--- config.mk ---
export PLATFORM = sky130hd
export DESIGN_NAME = i2s_frame_sender
export DESIGN_NICKNAME = d
export VERILOG_FILES = /design/src/rtl/i2s_pkg.sv /design/src/rtl/frame_fifo.sv /design/src/rtl/i2s_frame_sender.sv
export SDC_FILE = /design/constraint.sdc
export NUM_CORES = 1
export LEC_CHECK = 0
export ABC_AREA = 1
export BUFFER_PORTS_ARGS = -buffer_cell sky130_fd_sc_hd__clkbuf_2
export CORE_UTILIZATION = 65
export DETAILED_ROUTE_END_ITERATION = 10
export PLACE_DENSITY = 0.89
export SETUP_SLACK_MARGIN = 0.5
export SYNTH_ARGS = -nofsm -noshare
export SYNTH_HDL_FRONTEND = slang
export SYNTH_SLANG_ARGS = --single-unit
--- constraint.sdc ---
create_clock -name mclk -period 8 [get_ports mclk]
set_input_delay 1.6 -clock mclk [delete_from_list [all_inputs] [get_ports mclk]]
set_output_delay 1.6 -clock mclk [all_outputs]
set_load 0.05 [all_outputs]
--- src/rtl/i2s_pkg.sv ---
// Shared constants and helpers for the I2S frame sender and its FIFO.
package i2s_pkg;

  localparam int JUSTIFY_I2S  = 0;
  localparam int JUSTIFY_LEFT = 1;

  function automatic int frame_width(input int channels, input int sample_w);
    return channels * sample_w;
  endfunction

endpackage

--- src/rtl/frame_fifo.sv ---
// Synchronous frame FIFO; a word pushed this cycle is only readable from the next cycle on.
module frame_fifo #(
  parameter int WIDTH = 32,
  parameter int DEPTH = 4
) (
  input  logic                       clk,
  input  logic                       rst_n,
  input  logic                       push,
  input  logic                       pop,
  input  logic [WIDTH-1:0]           wr_data,
  output logic [WIDTH-1:0]           rd_data,
  output logic [$clog2(DEPTH+1)-1:0] level,
  output logic                       full,
  output logic                       empty
);

  localparam int PTR_W = $clog2(DEPTH);
  localparam int LVL_W = $clog2(DEPTH + 1);
  localparam logic [LVL_W-1:0] LVL_FULL = LVL_W'(DEPTH);

  logic [WIDTH-1:0] mem [DEPTH];
  logic [PTR_W-1:0] wr_ptr;
  logic [PTR_W-1:0] rd_ptr;
  logic             do_push;
  logic             do_pop;

  assign full    = (level == LVL_FULL);
  assign empty   = (level == '0);
  assign do_push = push && !full;
  assign do_pop  = pop && !empty;
  assign rd_data = mem[rd_ptr];

  always_ff @(posedge clk) begin
    if (do_push) mem[wr_ptr] <= wr_data;
  end

  // Power-of-two depth lets the pointers wrap naturally.
  always_ff @(posedge clk or negedge rst_n) begin
    if (!rst_n) begin
      wr_ptr <= '0;
      rd_ptr <= '0;
      level  <= '0;
    end else begin
      if (do_push) wr_ptr <= wr_ptr + 1'b1;
      if (do_pop)  rd_ptr <= rd_ptr + 1'b1;
      case ({do_push, do_pop})
        2'b10:   level <= level + 1'b1;
        2'b01:   level <= level - 1'b1;
        default: level <= level;
      endcase
    end
  end

endmodule

--- src/rtl/i2s_frame_sender.sv ---
// Buffers audio frames and serialises them as I2S or left-justified audio,
// deriving BCLK and LRCK from the master clock.
module i2s_frame_sender
  import i2s_pkg::*;
#(
  parameter int SAMPLE_W  = 16,
  parameter int CHANNELS  = 2,
  parameter int DEPTH     = 4,
  parameter int BCLK_DIV  = 8,
  parameter int REQ_LEVEL = 1,
  parameter int JUSTIFY   = JUSTIFY_I2S
) (
  input  logic                                     mclk,
  input  logic                                     rst_n,
  input  logic                                     en,
  input  logic                                     mute,
  input  logic                                     in_valid,
  input  logic [frame_width(CHANNELS,SAMPLE_W)-1:0] in_data,
  output logic                                     in_ready,
  output logic [$clog2(DEPTH+1)-1:0]               level,
  output logic                                     audio_req,
  output logic                                     underrun,
  output logic                                     bclk,
  output logic                                     lrck,
  output logic                                     sdata
);

  localparam int FRAME_W   = frame_width(CHANNELS, SAMPLE_W);
  localparam int SLOT_BITS = 2 * SAMPLE_W;
  localparam int IDX_W     = $clog2(SLOT_BITS);
  localparam int DIV_W     = $clog2(BCLK_DIV);
  localparam int LVL_W     = $clog2(DEPTH + 1);

  localparam logic [DIV_W-1:0] DIV_LAST  = DIV_W'(BCLK_DIV - 1);
  localparam logic [DIV_W-1:0] DIV_HALF  = DIV_W'(BCLK_DIV / 2);
  localparam logic [IDX_W-1:0] IDX_LAST  = IDX_W'(SLOT_BITS - 1);
  localparam logic [IDX_W-1:0] IDX_RIGHT = IDX_W'(SAMPLE_W);
  localparam logic [LVL_W-1:0] REQ_THR   = LVL_W'(REQ_LEVEL);

  logic [FRAME_W-1:0]   fifo_word;
  logic [SLOT_BITS-1:0] frame_word;
  logic [SLOT_BITS-1:0] load_word;
  logic [SLOT_BITS:0]   shreg;
  logic [SLOT_BITS:0]   shreg_load;
  logic [DIV_W-1:0]     div_cnt;
  logic [IDX_W-1:0]     bit_idx;
  logic [IDX_W-1:0]     bit_idx_inc;
  logic [LVL_W-1:0]     next_level;
  logic                 strobe;
  logic                 frame_load;
  logic                 fifo_full;
  logic                 fifo_empty;
  logic                 push;
  logic                 pop;

  frame_fifo #(
    .WIDTH(FRAME_W),
    .DEPTH(DEPTH)
  ) u_fifo (
    .clk    (mclk),
    .rst_n  (rst_n),
    .push   (push),
    .pop    (pop),
    .wr_data(in_data),
    .rd_data(fifo_word),
    .level  (level),
    .full   (fifo_full),
    .empty  (fifo_empty)
  );

  generate
    if (CHANNELS == 1) begin : g_mono
      assign frame_word = {fifo_word, fifo_word};
    end else begin : g_stereo
      assign frame_word = fifo_word;
    end
  endgenerate

  assign strobe      = en && (div_cnt == DIV_LAST);
  assign frame_load  = strobe && (bit_idx == IDX_LAST);
  assign push        = in_valid && !fifo_full;
  assign pop         = frame_load && !fifo_empty;
  assign in_ready    = !fifo_full;
  assign bit_idx_inc = bit_idx + 1'b1;
  assign load_word   = (mute || fifo_empty) ? '0 : frame_word;
  assign bclk        = (div_cnt >= DIV_HALF);
  assign sdata       = shreg[SLOT_BITS];

  // The extra top bit carries the previous frame's last bit into the I2S delay slot.
  assign shreg_load = (JUSTIFY == JUSTIFY_LEFT) ? {load_word, 1'b0}
                                                : {shreg[SLOT_BITS-1], load_word};

  always_comb begin
    next_level = level;
    if (push && !pop)      next_level = level + 1'b1;
    else if (pop && !push) next_level = level - 1'b1;
  end

  always_ff @(posedge mclk or negedge rst_n) begin
    if (!rst_n) audio_req <= 1'b1;
    else        audio_req <= (next_level <= REQ_THR);
  end

  always_ff @(posedge mclk or negedge rst_n) begin
    if (!rst_n) begin
      div_cnt  <= '0;
      bit_idx  <= IDX_LAST;
      shreg    <= '0;
      lrck     <= 1'b0;
      underrun <= 1'b0;
    end else if (!en) begin
      div_cnt  <= '0;
      bit_idx  <= IDX_LAST;
      shreg    <= '0;
      lrck     <= 1'b0;
      underrun <= 1'b0;
    end else begin
      underrun <= 1'b0;
      div_cnt  <= (div_cnt == DIV_LAST) ? '0 : div_cnt + 1'b1;
      if (frame_load) begin
        bit_idx  <= '0;
        lrck     <= 1'b0;
        shreg    <= shreg_load;
        underrun <= fifo_empty;
      end else if (strobe) begin
        bit_idx <= bit_idx_inc;
        lrck    <= (bit_idx_inc >= IDX_RIGHT);
        shreg   <= {shreg[SLOT_BITS-1:0], 1'b0};
      end
    end
  end

endmodule

==> results of run 1 <==
==> layout make-up <==
class / count / area share (%)
Tap cell: 168 / 2.37
Inverter: 151 / 6.40
Multi-Input combinational cell: 486 / 24.1
Clock buffer: 20 / 4.93
Timing Repair Buffer: 54 / 3.30
Sequential cell: 179 / 57.9
Clock inverter: 12 / 1.03
==> cell usage in the layout, fill, tap and decap left out, drive strengths merged, types with 4 or more instances in the layout <==
master,netlist,final
dfrtp,45,45
inv,150,149
ha,13,13
o21ai,10,10
clkinv,1,13
nand2,363,363
edfxtp,128,128
buf,20,9
nand3,66,66
nor2,19,19
xnor2,4,4
a21oi,4,4
clkbuf,12,65
dfstp,6,6
==> per-layer routing <==
metal,GRT usage [%],vias up
li1,-,2685
met1,31.8,2578
met2,47.6,209
met3,6.11,40
met4,10.8,0
met5,0,-
==> power by group <==
part           switching [mW]  internal (mW)
registers              0.0429           1.16
clock network           0.329          0.422
logic                   0.301          0.112
==> metrics by stage <==
step	cell area, um^2	util (%)	hold slack, ns	std cells	setup WS (ns)
2_1_floorplan	8060	-	0.432	851	4.20
3_3_place_gp	8330	69.1	0.453	1038	4.83
3_5_place_dp	8330	69.1	0.453	1038	4.79
4_1_cts	8860	73.5	0.461	1070	4.77
5_1_grt	8860	73.5	0.489	1070	4.52
6_report	8860	73.5	0.455	1070	4.79
==> cell usage after synthesis <==
cell type / n
sky130_fd_sc_hd__nand2_4: 1
sky130_fd_sc_hd__clkbuf_8: 4
sky130_fd_sc_hd__o21ai_0: 10
sky130_fd_sc_hd__nor2_8: 1
sky130_fd_sc_hd__dfrtp_1: 45
sky130_fd_sc_hd__ha_1: 13
sky130_fd_sc_hd__xor2_1: 3
sky130_fd_sc_hd__nor2_4: 1
sky130_fd_sc_hd__buf_8: 3
sky130_fd_sc_hd__buf_2: 17
sky130_fd_sc_hd__nor2_1: 16
sky130_fd_sc_hd__and2_1: 1
sky130_fd_sc_hd__xnor2_1: 4
sky130_fd_sc_hd__a21oi_1: 4
sky130_fd_sc_hd__dlymetal6s2s_1: 1
sky130_fd_sc_hd__nand2_1: 361
sky130_fd_sc_hd__edfxtp_1: 128
sky130_fd_sc_hd__nand2_2: 1
sky130_fd_sc_hd__o221ai_1: 1
sky130_fd_sc_hd__dlygate4sd1_1: 2
sky130_fd_sc_hd__clkbuf_1: 8
sky130_fd_sc_hd__dfstp_2: 6
sky130_fd_sc_hd__a31oi_1: 1
sky130_fd_sc_hd__nand3_1: 66
sky130_fd_sc_hd__inv_2: 1
sky130_fd_sc_hd__nor2_2: 1
sky130_fd_sc_hd__a22o_1: 1
sky130_fd_sc_hd__inv_1: 149
sky130_fd_sc_hd__clkinv_1: 1
==> kinds of logic (layout without fill, tap and decap cells) <==
family,count (synthesis),in the layout,share of synthesized area [%]
AO/OA/AOI/OAI,17,17,1.16
XOR/XNOR,7,7,0.760
adder cells (fa/ha/maj),13,13,2.02
buffers and inverters,186,237,10.1
flip-flops,179,179,63.6
AND/OR/NAND/NOR,449,449,22.4
==> worst paths after layout <==
kind,start,end,slack [ns],depth (start not counted)
max,u_fifo.rd_ptr[0],shreg[1],4.79,10
min,div_cnt[0],div_cnt[0],0.46,1
max reg2reg,u_fifo.rd_ptr[0],shreg[1],4.79,10
min reg2reg,div_cnt[0],div_cnt[0],0.46,1
max in group asynchronous,rst_n,u_fifo.rd_ptr[0],6.27,2
min in group asynchronous,rst_n,shreg[28],1.27,2
==> registers in the layout (all words and copies together), names as in the netlist <==
register,flops
u_fifo.mem,128
shreg,33
bit_idx,5
div_cnt,3
u_fifo.level,3
u_fifo.rd_ptr,2
u_fifo.wr_ptr,2
audio_req,1
lrck,1
underrun,1
==> results_tabular.tex, run 1 <==
\begin{tabular}{lr}
\hline
Metric & Value \\
\hline
\multicolumn{2}{l}{\textbf{Worst setup path}} \\
\quad Max stage delay cell, worst path & sky130\_fd\_sc\_hd\_\_clkinv\_1 \\
\quad Required time worst endpoint & 8.36 ns \\
\quad Crit path max fanout & 66 \\
\quad Crit Path Class & reg -> reg \\
\quad Family with the most delay on the worst path & buffers and inverters \\
\quad Startpoint kind of the worst setup timing path & register \\
\quad Number of buffers and inverters on the critical path & 3 \\
\quad Most frequent CP cell & sky130\_fd\_sc\_hd\_\_nand2\_1 \\
\quad Type of destination of the critical path & register \\
\quad Worst path cell trace & buf\_4, clkinv\_1, buf\_4, nand2\_1, nand3\_1, nand2\_1, nand2\_1, nand2\_1, nand2\_1, nand2\_1 \\
\quad Data arrival time of the worst path & 3.57 ns \\
\quad Max incr delay on CP & 0.92 ns \\
\multicolumn{2}{l}{\textbf{Clocking}} \\
\quad TritonCTS clock tree & done \\
\quad Clk slew on worst S/H paths & 0.06 ns \\
\quad Maximum clock path buffer count & 2 \\
\quad Resize count post-CTS & 0 \\
\quad CTS H-tree lvls & 4 \\
\quad Postcts setup bufs & 0 \\
\quad Post-cts hold buffer count & 0 \\
\quad Latest clock arrival within the worst-skew pair & 0.43 ns \\
\quad Cts bufs inserted & 17 \\
\quad Sink Count & 179 \\
\quad Clk Tree Root Cell & sky130\_fd\_sc\_hd\_\_clkbuf\_16 \\
\multicolumn{2}{l}{\textbf{STA}} \\
\quad Min Clock Period, post-route & 3.21 ns \\
\quad Slew margin rel. & 22.2\% \\
\quad Worst-Margin Slew & 1.17 ns \\
\quad Setup clock skew after layout & 0.0123 ns \\
\quad Setup repair after global routing missed its margin & no \\
\quad Setup TNS Final & 0 ns \\
\quad Fmax & 312 MHz \\
\quad Number of endpoints failing setup at the final stage & 0 \\
\quad Pins Over Slew Limit & 0 \\
\quad Fraction of the cycle the final worst path needs & 40.1\% \\
\quad Final number of hold-violating endpoints & 0 \\
\multicolumn{2}{l}{\textbf{Placement}} \\
\quad Detailed-placement wirelength estimate & 8850 um \\
\quad GPL Wtd Cong & 0.762 \\
\quad Count of buffers from port buffering & 45 \\
\multicolumn{2}{l}{\textbf{Routing}} \\
\quad Via Count & 5512 \\
\quad DRC violations left & 0 \\
\quad Met2 wire len & 8100 um \\
\quad Detailed route wirelength on metal3 & 856 um \\
\quad Residual antenna-violating net count after detailed routing & 0 \\
\quad Vias per std cell & 5.15 \\
\quad Detailed Route WL & 15600 um \\
\quad Uppermost signal routing layer after detailed routing & met4 \\
\quad Post-detailed-route wirelength per cell & 14.6 um \\
\quad Met1 Routed Length & 6200 um \\
\quad Number of violations reported at the end of detailed-routing iteration 0 & 486 \\
\quad Detailed Routing Iterations Pass 1 & 5 \\
\multicolumn{2}{l}{\textbf{Floorplan}} \\
\quad Std cell rows & 40 \\
\quad Num ports & 46 \\
\quad Vertical die dimension & 113 um \\
\quad X dimension of the die & 113 um \\
\quad Initial Utilization & 66.9\% \\
\quad Core ar. & 0.0121 mm\^{}2 \\
\quad Die Outline Area & 0.0129 mm\^{}2 \\
\multicolumn{2}{l}{\textbf{Synth}} \\
\quad Most area-hungry cell type in the Yosys netlist & sky130\_fd\_sc\_hd\_\_edfxtp\_1 \\
\quad Average instance area after synthesis & 9.48 um\^{}2 \\
\quad Post-Syn Area & 0.00806 mm\^{}2 \\
\quad Synth cell types & 29 \\
\quad Nets in the synthesized netlist & 901 \\
\quad Synthesis-stage register bit count & 179 \\
\quad Post-synthesis instance total & 851 \\
\quad Largest cells by area after synthesis & sky130\_fd\_sc\_hd\_\_edfxtp\_1, sky130\_fd\_sc\_hd\_\_nand2\_1, sky130\_fd\_sc\_hd\_\_dfrtp\_1, sky130\_fd\_sc\_hd\_\_inv\_1, sky130\_fd\_sc\_hd\_\_nand3\_1 \\
\quad Sequential share of the synthesized area & 63.6\% \\
\quad Area fraction of the dominant cell type after synthesis & 47.7\% \\
\quad Yosys Warn Count & 0 \\
\multicolumn{2}{l}{\textbf{Power and ir drop}} \\
\quad Worst vdd ir & 189 uV \\
\quad Post-route total power & 2.36 mW \\
\quad Leakage power summed over all cells & 4.40 nW \\
\quad Ratio of total power to cell area & 267 mW/mm\^{}2 \\
\multicolumn{2}{l}{\textbf{GRT}} \\
\quad Wire length of the first global-routing pass & 25900 um \\
\quad Maximum number of pins on one net before global-route repair & 67 \\
\quad Gr usage total & 26.8\% \\
\quad Initial antenna violation count & 0 \\
\quad Via count of the first global-routing pass & 5427 \\
\quad Overflow left after global routing & 0 \\
\multicolumn{2}{l}{\textbf{Finish}} \\
\quad Final-layout fill cell count & 791 \\
\quad Area Growth Syn to Fin & 9.88\% \\
\quad Share of layout cells above drive strength 1 & 10.6\% \\
\quad Number of antenna repair diodes & 0 \\
\quad NumNets Final & 939 \\
\quad Area occupied by registers & 0.00513 mm\^{}2 \\
\quad Area of combinational cells with multiple inputs & 0.00213 mm\^{}2 \\
\multicolumn{2}{l}{\textbf{Worst hold path}} \\
\quad Type of the tightest min-delay check & reg -> reg \\
\multicolumn{2}{l}{\textbf{Job}} \\
\quad Max\_cap viols & 0 \\
\multicolumn{2}{l}{\textbf{Outcome}} \\
\quad Run status & finished clean \\
\hline
\end{tabular}
Note: power is estimated with default switching activity, not from simulation.
==> inputs of run 2 (changes only) <==
--- a/config.mk
+++ b/config.mk
@@ -5,11 +5,11 @@
 export SDC_FILE = /design/constraint.sdc
 export NUM_CORES = 1
 export LEC_CHECK = 0
-export ABC_AREA = 1
+export ABC_AREA = 0
 export BUFFER_PORTS_ARGS = -buffer_cell sky130_fd_sc_hd__clkbuf_2
-export CORE_UTILIZATION = 65
+export CORE_UTILIZATION = 54
 export DETAILED_ROUTE_END_ITERATION = 10
-export PLACE_DENSITY = 0.89
+export PLACE_DENSITY = 0.8
 export SETUP_SLACK_MARGIN = 0.5
 export SYNTH_ARGS = -nofsm -noshare
 export SYNTH_HDL_FRONTEND = slang
==> constraint.sdc (replaced) <==
create_clock -name mclk -period 2.85 [get_ports mclk]
set_input_delay 0.57 -clock mclk [delete_from_list [all_inputs] [get_ports mclk]]
set_output_delay 0.57 -clock mclk [all_outputs]
set_load 0.05 [all_outputs]
==> results_tabular.tex, run 2 <==
\begin{tabular}{lr}
\hline
Metric & Value \\
\hline
\multicolumn{2}{l}{\textbf{Outcome}} \\
\quad Run status & finished clean \\
\multicolumn{2}{l}{\textbf{Synth}} \\
\quad Leading cell type by number of instances after synthesis & sky130\_fd\_sc\_hd\_\_edfxtp\_1 \\
\quad Most area-hungry cell type in the Yosys netlist & sky130\_fd\_sc\_hd\_\_edfxtp\_1 \\
\quad Synth cell types & 33 (+14\%) \\
\quad Count of flip-flops with a built-in enable after synthesis & 128 (unchanged) \\
\quad Main synth FF type & sky130\_fd\_sc\_hd\_\_edfxtp\_1 \\
\quad Synthesis-stage register bit count & 179 (unchanged) \\
\quad Average instance area after synthesis & 18.7 um\^{}2 (+98\%) \\
\quad Area fraction of the dominant cell type after synthesis & 54.2\% (+6.5 points) \\
\quad Post-Syn Area & 0.00709 mm\^{}2 (-12\%) \\
\quad Largest cells by area after synthesis & sky130\_fd\_sc\_hd\_\_edfxtp\_1, sky130\_fd\_sc\_hd\_\_dfrtp\_1, sky130\_fd\_sc\_hd\_\_mux4\_2, sky130\_fd\_sc\_hd\_\_a221o\_1, sky130\_fd\_sc\_hd\_\_and2\_1 \\
\quad Nets in the synthesized netlist & 429 (-52\%) \\
\quad Post-synthesis instance total & 379 (-55\%) \\
\quad Sequential share of the synthesized area & 72.3\% (+8.7 points) \\
\quad Yosys Warn Count & 0 (unchanged) \\
\quad Synth async-reset ratio & 28.5\% (unchanged) \\
\quad List of most frequent post-synthesis cells & sky130\_fd\_sc\_hd\_\_edfxtp\_1, sky130\_fd\_sc\_hd\_\_dfrtp\_1, sky130\_fd\_sc\_hd\_\_and2\_1 \\
\multicolumn{2}{l}{\textbf{Placement}} \\
\quad Detailed-placement wirelength estimate & 7220 um (-18\%) \\
\quad GPL Wtd Cong & 0.781 (+2.6\%) \\
\quad Count of buffers from port buffering & 45 (unchanged) \\
\multicolumn{2}{l}{\textbf{Power and ir drop}} \\
\quad Clock network fraction of total power & 33.7\% (+1.9 points) \\
\quad Ratio of total power to cell area & 827 mW/mm\^{}2 (+210\%) \\
\quad Worst vdd ir & 574 uV (+200\%) \\
\quad Switching component of the power & 1.78 mW (+160\%) \\
\quad Post-route total power & 6.76 mW (+190\%) \\
\quad Leakage power summed over all cells & 3.07 nW (-30\%) \\
\quad Internal power of the cells & 4.99 mW (+190\%) \\
\quad Sw frac & 26.3\% (-2.2 points) \\
\quad Combinational Power Share & 16.1\% (-1.4 points) \\
\quad Seq pwr share & 50.2\% (-0.6 points) \\
\multicolumn{2}{l}{\textbf{Worst setup path}} \\
\quad Worst path cell trace & ha\_1, and3\_1, ha\_2, nand3\_2, nor2\_4, ha\_1, mux2i\_1, nor2\_1, xor2\_1 \\
\quad Destination of the worst register-to-register timing path & u\_fifo.level[2] \\
\quad Launching point of the worst reg2reg path & bit\_idx[0] \\
\quad Most frequent CP cell & sky130\_fd\_sc\_hd\_\_ha\_1 \\
\quad Endpoint of the most critical setup path & u\_fifo.level[2] \\
\quad Max incr delay on CP & 0.56 ns (-0.36 ns) \\
\quad Type of destination of the critical path & register \\
\quad Family with the most delay on the worst path & adder cells \\
\quad Number of buffers and inverters on the critical path & 0 (-3) \\
\quad Data arrival time of the worst path & 2.49 ns (-1.08 ns) \\
\quad WP depth & 9 (-1) \\
\quad Crit Path Class & reg -> reg \\
\quad Worst-case register-to-register setup slack & 0.66 ns (-4.13 ns) \\
\quad Number of cells on the worst reg-to-reg path & 9 (-1) \\
\quad Required time worst endpoint & 3.15 ns (-5.21 ns) \\
\quad Max stage delay cell, worst path & sky130\_fd\_sc\_hd\_\_dfstp\_2 \\
\quad Crit path max fanout & 5 (-92\%) \\
\quad Startpoint kind of the worst setup timing path & register \\
\quad Crit path launch & bit\_idx[0] \\
\multicolumn{2}{l}{\textbf{Routing}} \\
\quad Via Count & 3568 (-35\%) \\
\quad Post-detailed-route wirelength per cell & 19.8 um (+36\%) \\
\quad Number of violations reported at the end of detailed-routing iteration 0 & 253 (-48\%) \\
\quad Detailed Routing Iterations Pass 1 & 4 (-1) \\
\quad Residual antenna-violating net count after detailed routing & 0 (unchanged) \\
\quad DRC violations left & 0 (unchanged) \\
\quad Vias per std cell & 5.76 (+12\%) \\
\quad Detailed Route WL & 12300 um (-21\%) \\
\multicolumn{2}{l}{\textbf{Clocking}} \\
\quad Postcts setup bufs & 0 (unchanged) \\
\quad Sink Count & 179 (unchanged) \\
\quad TritonCTS clock tree & done \\
\quad CTS H-tree lvls & 4 (unchanged) \\
\quad Clk Tree Root Cell & sky130\_fd\_sc\_hd\_\_clkbuf\_16 \\
\quad Latest clock arrival within the worst-skew pair & 0.43 ns (about the same) \\
\quad Cts bufs inserted & 17 (unchanged) \\
\quad Clk slew on worst S/H paths & 0.06 ns (about the same) \\
\quad Maximum clock path buffer count & 2 (unchanged) \\
\multicolumn{2}{l}{\textbf{STA}} \\
\quad Fmax & 457 MHz (+47\%) \\
\quad Setup repair after global routing missed its margin & no \\
\quad Slew margin rel. & 68.5\% (+46 points) \\
\quad Min Clock Period, post-route & 2.19 ns (-1.02 ns) \\
\quad Fraction of the cycle the final worst path needs & 76.8\% (+37 points) \\
\quad Pins Over Slew Limit & 0 (unchanged) \\
\quad Worst-Margin Slew & 0.473 ns (-0.693 ns) \\
\quad Final number of hold-violating endpoints & 0 (unchanged) \\
\quad Setup TNS Final & 0 ns (unchanged) \\
\quad Number of endpoints failing setup at the final stage & 0 (unchanged) \\
\quad Setup clock skew after layout & 0.00949 ns (-0.00282 ns) \\
\multicolumn{2}{l}{\textbf{Finish}} \\
\quad Most common cell after layout, fill and taps aside & sky130\_fd\_sc\_hd\_\_edfxtp\_1 \\
\quad Share of layout cells above drive strength 1 & 29.8\% (+19 points) \\
\quad Largest registers & u\_fifo.mem (128), shreg (33), bit\_idx (5) \\
\quad Largest register by flop count & u\_fifo.mem \\
\quad NumNets Final & 484 (-48\%) \\
\quad Largest register FFs & 128 (unchanged) \\
\quad Area Growth Syn to Fin & 15.3\% \\
\quad Final-layout fill cell count & 893 (+13\%) \\
\quad Most used cells in the layout excluding fill and tap cells & sky130\_fd\_sc\_hd\_\_edfxtp\_1, sky130\_fd\_sc\_hd\_\_clkbuf\_2, sky130\_fd\_sc\_hd\_\_dfrtp\_1 \\
\quad Number of antenna repair diodes & 0 (unchanged) \\
\multicolumn{2}{l}{\textbf{GRT}} \\
\quad Wire length of the first global-routing pass & 19700 um (-24\%) \\
\quad Via count of the first global-routing pass & 3822 (-30\%) \\
\quad Initial antenna violation count & 0 (unchanged) \\
\quad Gr usage total & 20.6\% (-6.2 points) \\
\quad Overflow left after global routing & 0 (unchanged) \\
\quad Maximum number of pins on one net before global-route repair & 36 (-46\%) \\
\multicolumn{2}{l}{\textbf{Floorplan}} \\
\quad X dimension of the die & 117 um (+2.8\%) \\
\quad Initial Utilization & 55.8\% (-11 points) \\
\quad Std cell rows & 41 (+2.5\%) \\
\quad Vertical die dimension & 117 um (+2.8\%) \\
\quad Die Outline Area & 0.0136 mm\^{}2 (+5.8\%) \\
\quad Core ar. & 0.0127 mm\^{}2 (+5.5\%) \\
\quad Num ports & 46 (unchanged) \\
\multicolumn{2}{l}{\textbf{Worst hold path}} \\
\quad Type of the tightest min-delay check & in -> async \\
\multicolumn{2}{l}{\textbf{Job}} \\
\quad Max\_cap viols & 0 (unchanged) \\
\hline
\end{tabular}
==> run 2: cell types whose count changed in the layout (fill, tap and decap cells not counted), moves of 9 or more <==
cell and change:
sky130_fd_sc_hd__nor2_1 -9, sky130_fd_sc_hd__inv_1 -139, sky130_fd_sc_hd__mux4_2 +28, sky130_fd_sc_hd__nand3_1 -63, sky130_fd_sc_hd__and2_1 +34, sky130_fd_sc_hd__nand2_1 -353
sky130_fd_sc_hd__a221o_1 +31
==> run 2: timing repair <==
action	CTS	global route
endpoints found under the setup margin	1	4
hold endpoints to repair	0	0
resized for setup	1	3
hold buffers	0	0
==> run 2: worst min-delay path by stage <==
| stage | from | end | slack (ns) | cells past startpoint |
|---|---|---|---|---|
| final | rst_n | shreg[31] | 0.08 | 1 |
| after global routing | rst_n | shreg[7] | 0.09 | 1 |
| after CTS | rst_n | shreg[29] | 0.08 | 1 |
| after detailed placement | shreg[22] | shreg[23] | 0.49 | 1 |
| after global placement | shreg[22] | shreg[23] | 0.48 | 1 |
| after floorplan | rst_n | div_cnt[0] | 0.27 | 0 |
==> run 2: area by class of cell <==
class / count / area (um^2) / share of cell area (%)
clock buffer: 18 / 429 / 5.25
clock inverter: 14 / 154 / 1.88
inverter: 9 / 33.8 / 0.413
multi-input combinational: 169 / 1840 / 22.4
sequential: 179 / 5130 / 62.7
tap: 172 / 215 / 2.63
timing repair buffer: 58 / 385 / 4.71
==> run 2: per-layer routing <==
metal / vias to the layer above / routed length (um) / track usage, %
met4: 0 / 110 / 7.59
met3: 9 / 487 / 5.97
met2: 86 / 6520 / 35.2
met5: - / 0 / 0
met1: 1860 / 5140 / 25.2
li1: 1613 / - / -
==> run 2: cell families (layout without fill, tap and decap cells) <==
group	Yosys count	after routing	share of synthesized area (%)
AOI/OAI and AO/OA	44	44	5.72
muxes	36	36	11.0
and+or+nand+nor	68	68	5.56
xor gates and xnor gates	8	8	0.988
buffers and inverters	31	99	2.20
adders and majority gates	13	13	2.29
DFF	179	179	72.3
==> run 2: stage by stage <==
step	worst slack [ns]	cell area (um^2)	instances	hold slack, ns	utilization [%]
final	0.660	8180	619	0.0795	64.3
after global routing	0.502	8180	619	0.0891	64.3
after CTS	0.541	8170	619	0.0762	64.2
after detailed placement	0.507	7580	587	0.488	59.6
after global placement	0.616	7580	587	0.483	59.6
after floorplan	0.491	7100	379	0.274	-
==> run 2: power by group through the flow <==
| stage | registers, mW | logic, mW | clock network (mW) |
|---|---|---|---|
| CTS | 3.40 | 1.11 | 2.31 |
| floorplan | 3.48 | 0.676 | 0 |
| global placement | 3.42 | 1.09 | 0 |
| global route | 3.43 | 1.19 | 2.40 |
| finish | 3.40 | 1.09 | 2.28 |
| detailed placement | 3.45 | 1.10 | 0 |
==> run 2: worst register-to-register path, cell delays in order (launching register included) <==
cell and delay, ns:
sky130_fd_sc_hd__dfstp_2 0.56, sky130_fd_sc_hd__ha_1 0.19, sky130_fd_sc_hd__and3_1 0.17, sky130_fd_sc_hd__ha_2 0.22, sky130_fd_sc_hd__nand3_2 0.16, sky130_fd_sc_hd__nor2_4 0.16
sky130_fd_sc_hd__ha_1 0.21, sky130_fd_sc_hd__mux2i_1 0.19, sky130_fd_sc_hd__nor2_1 0.06, sky130_fd_sc_hd__xor2_1 0.13
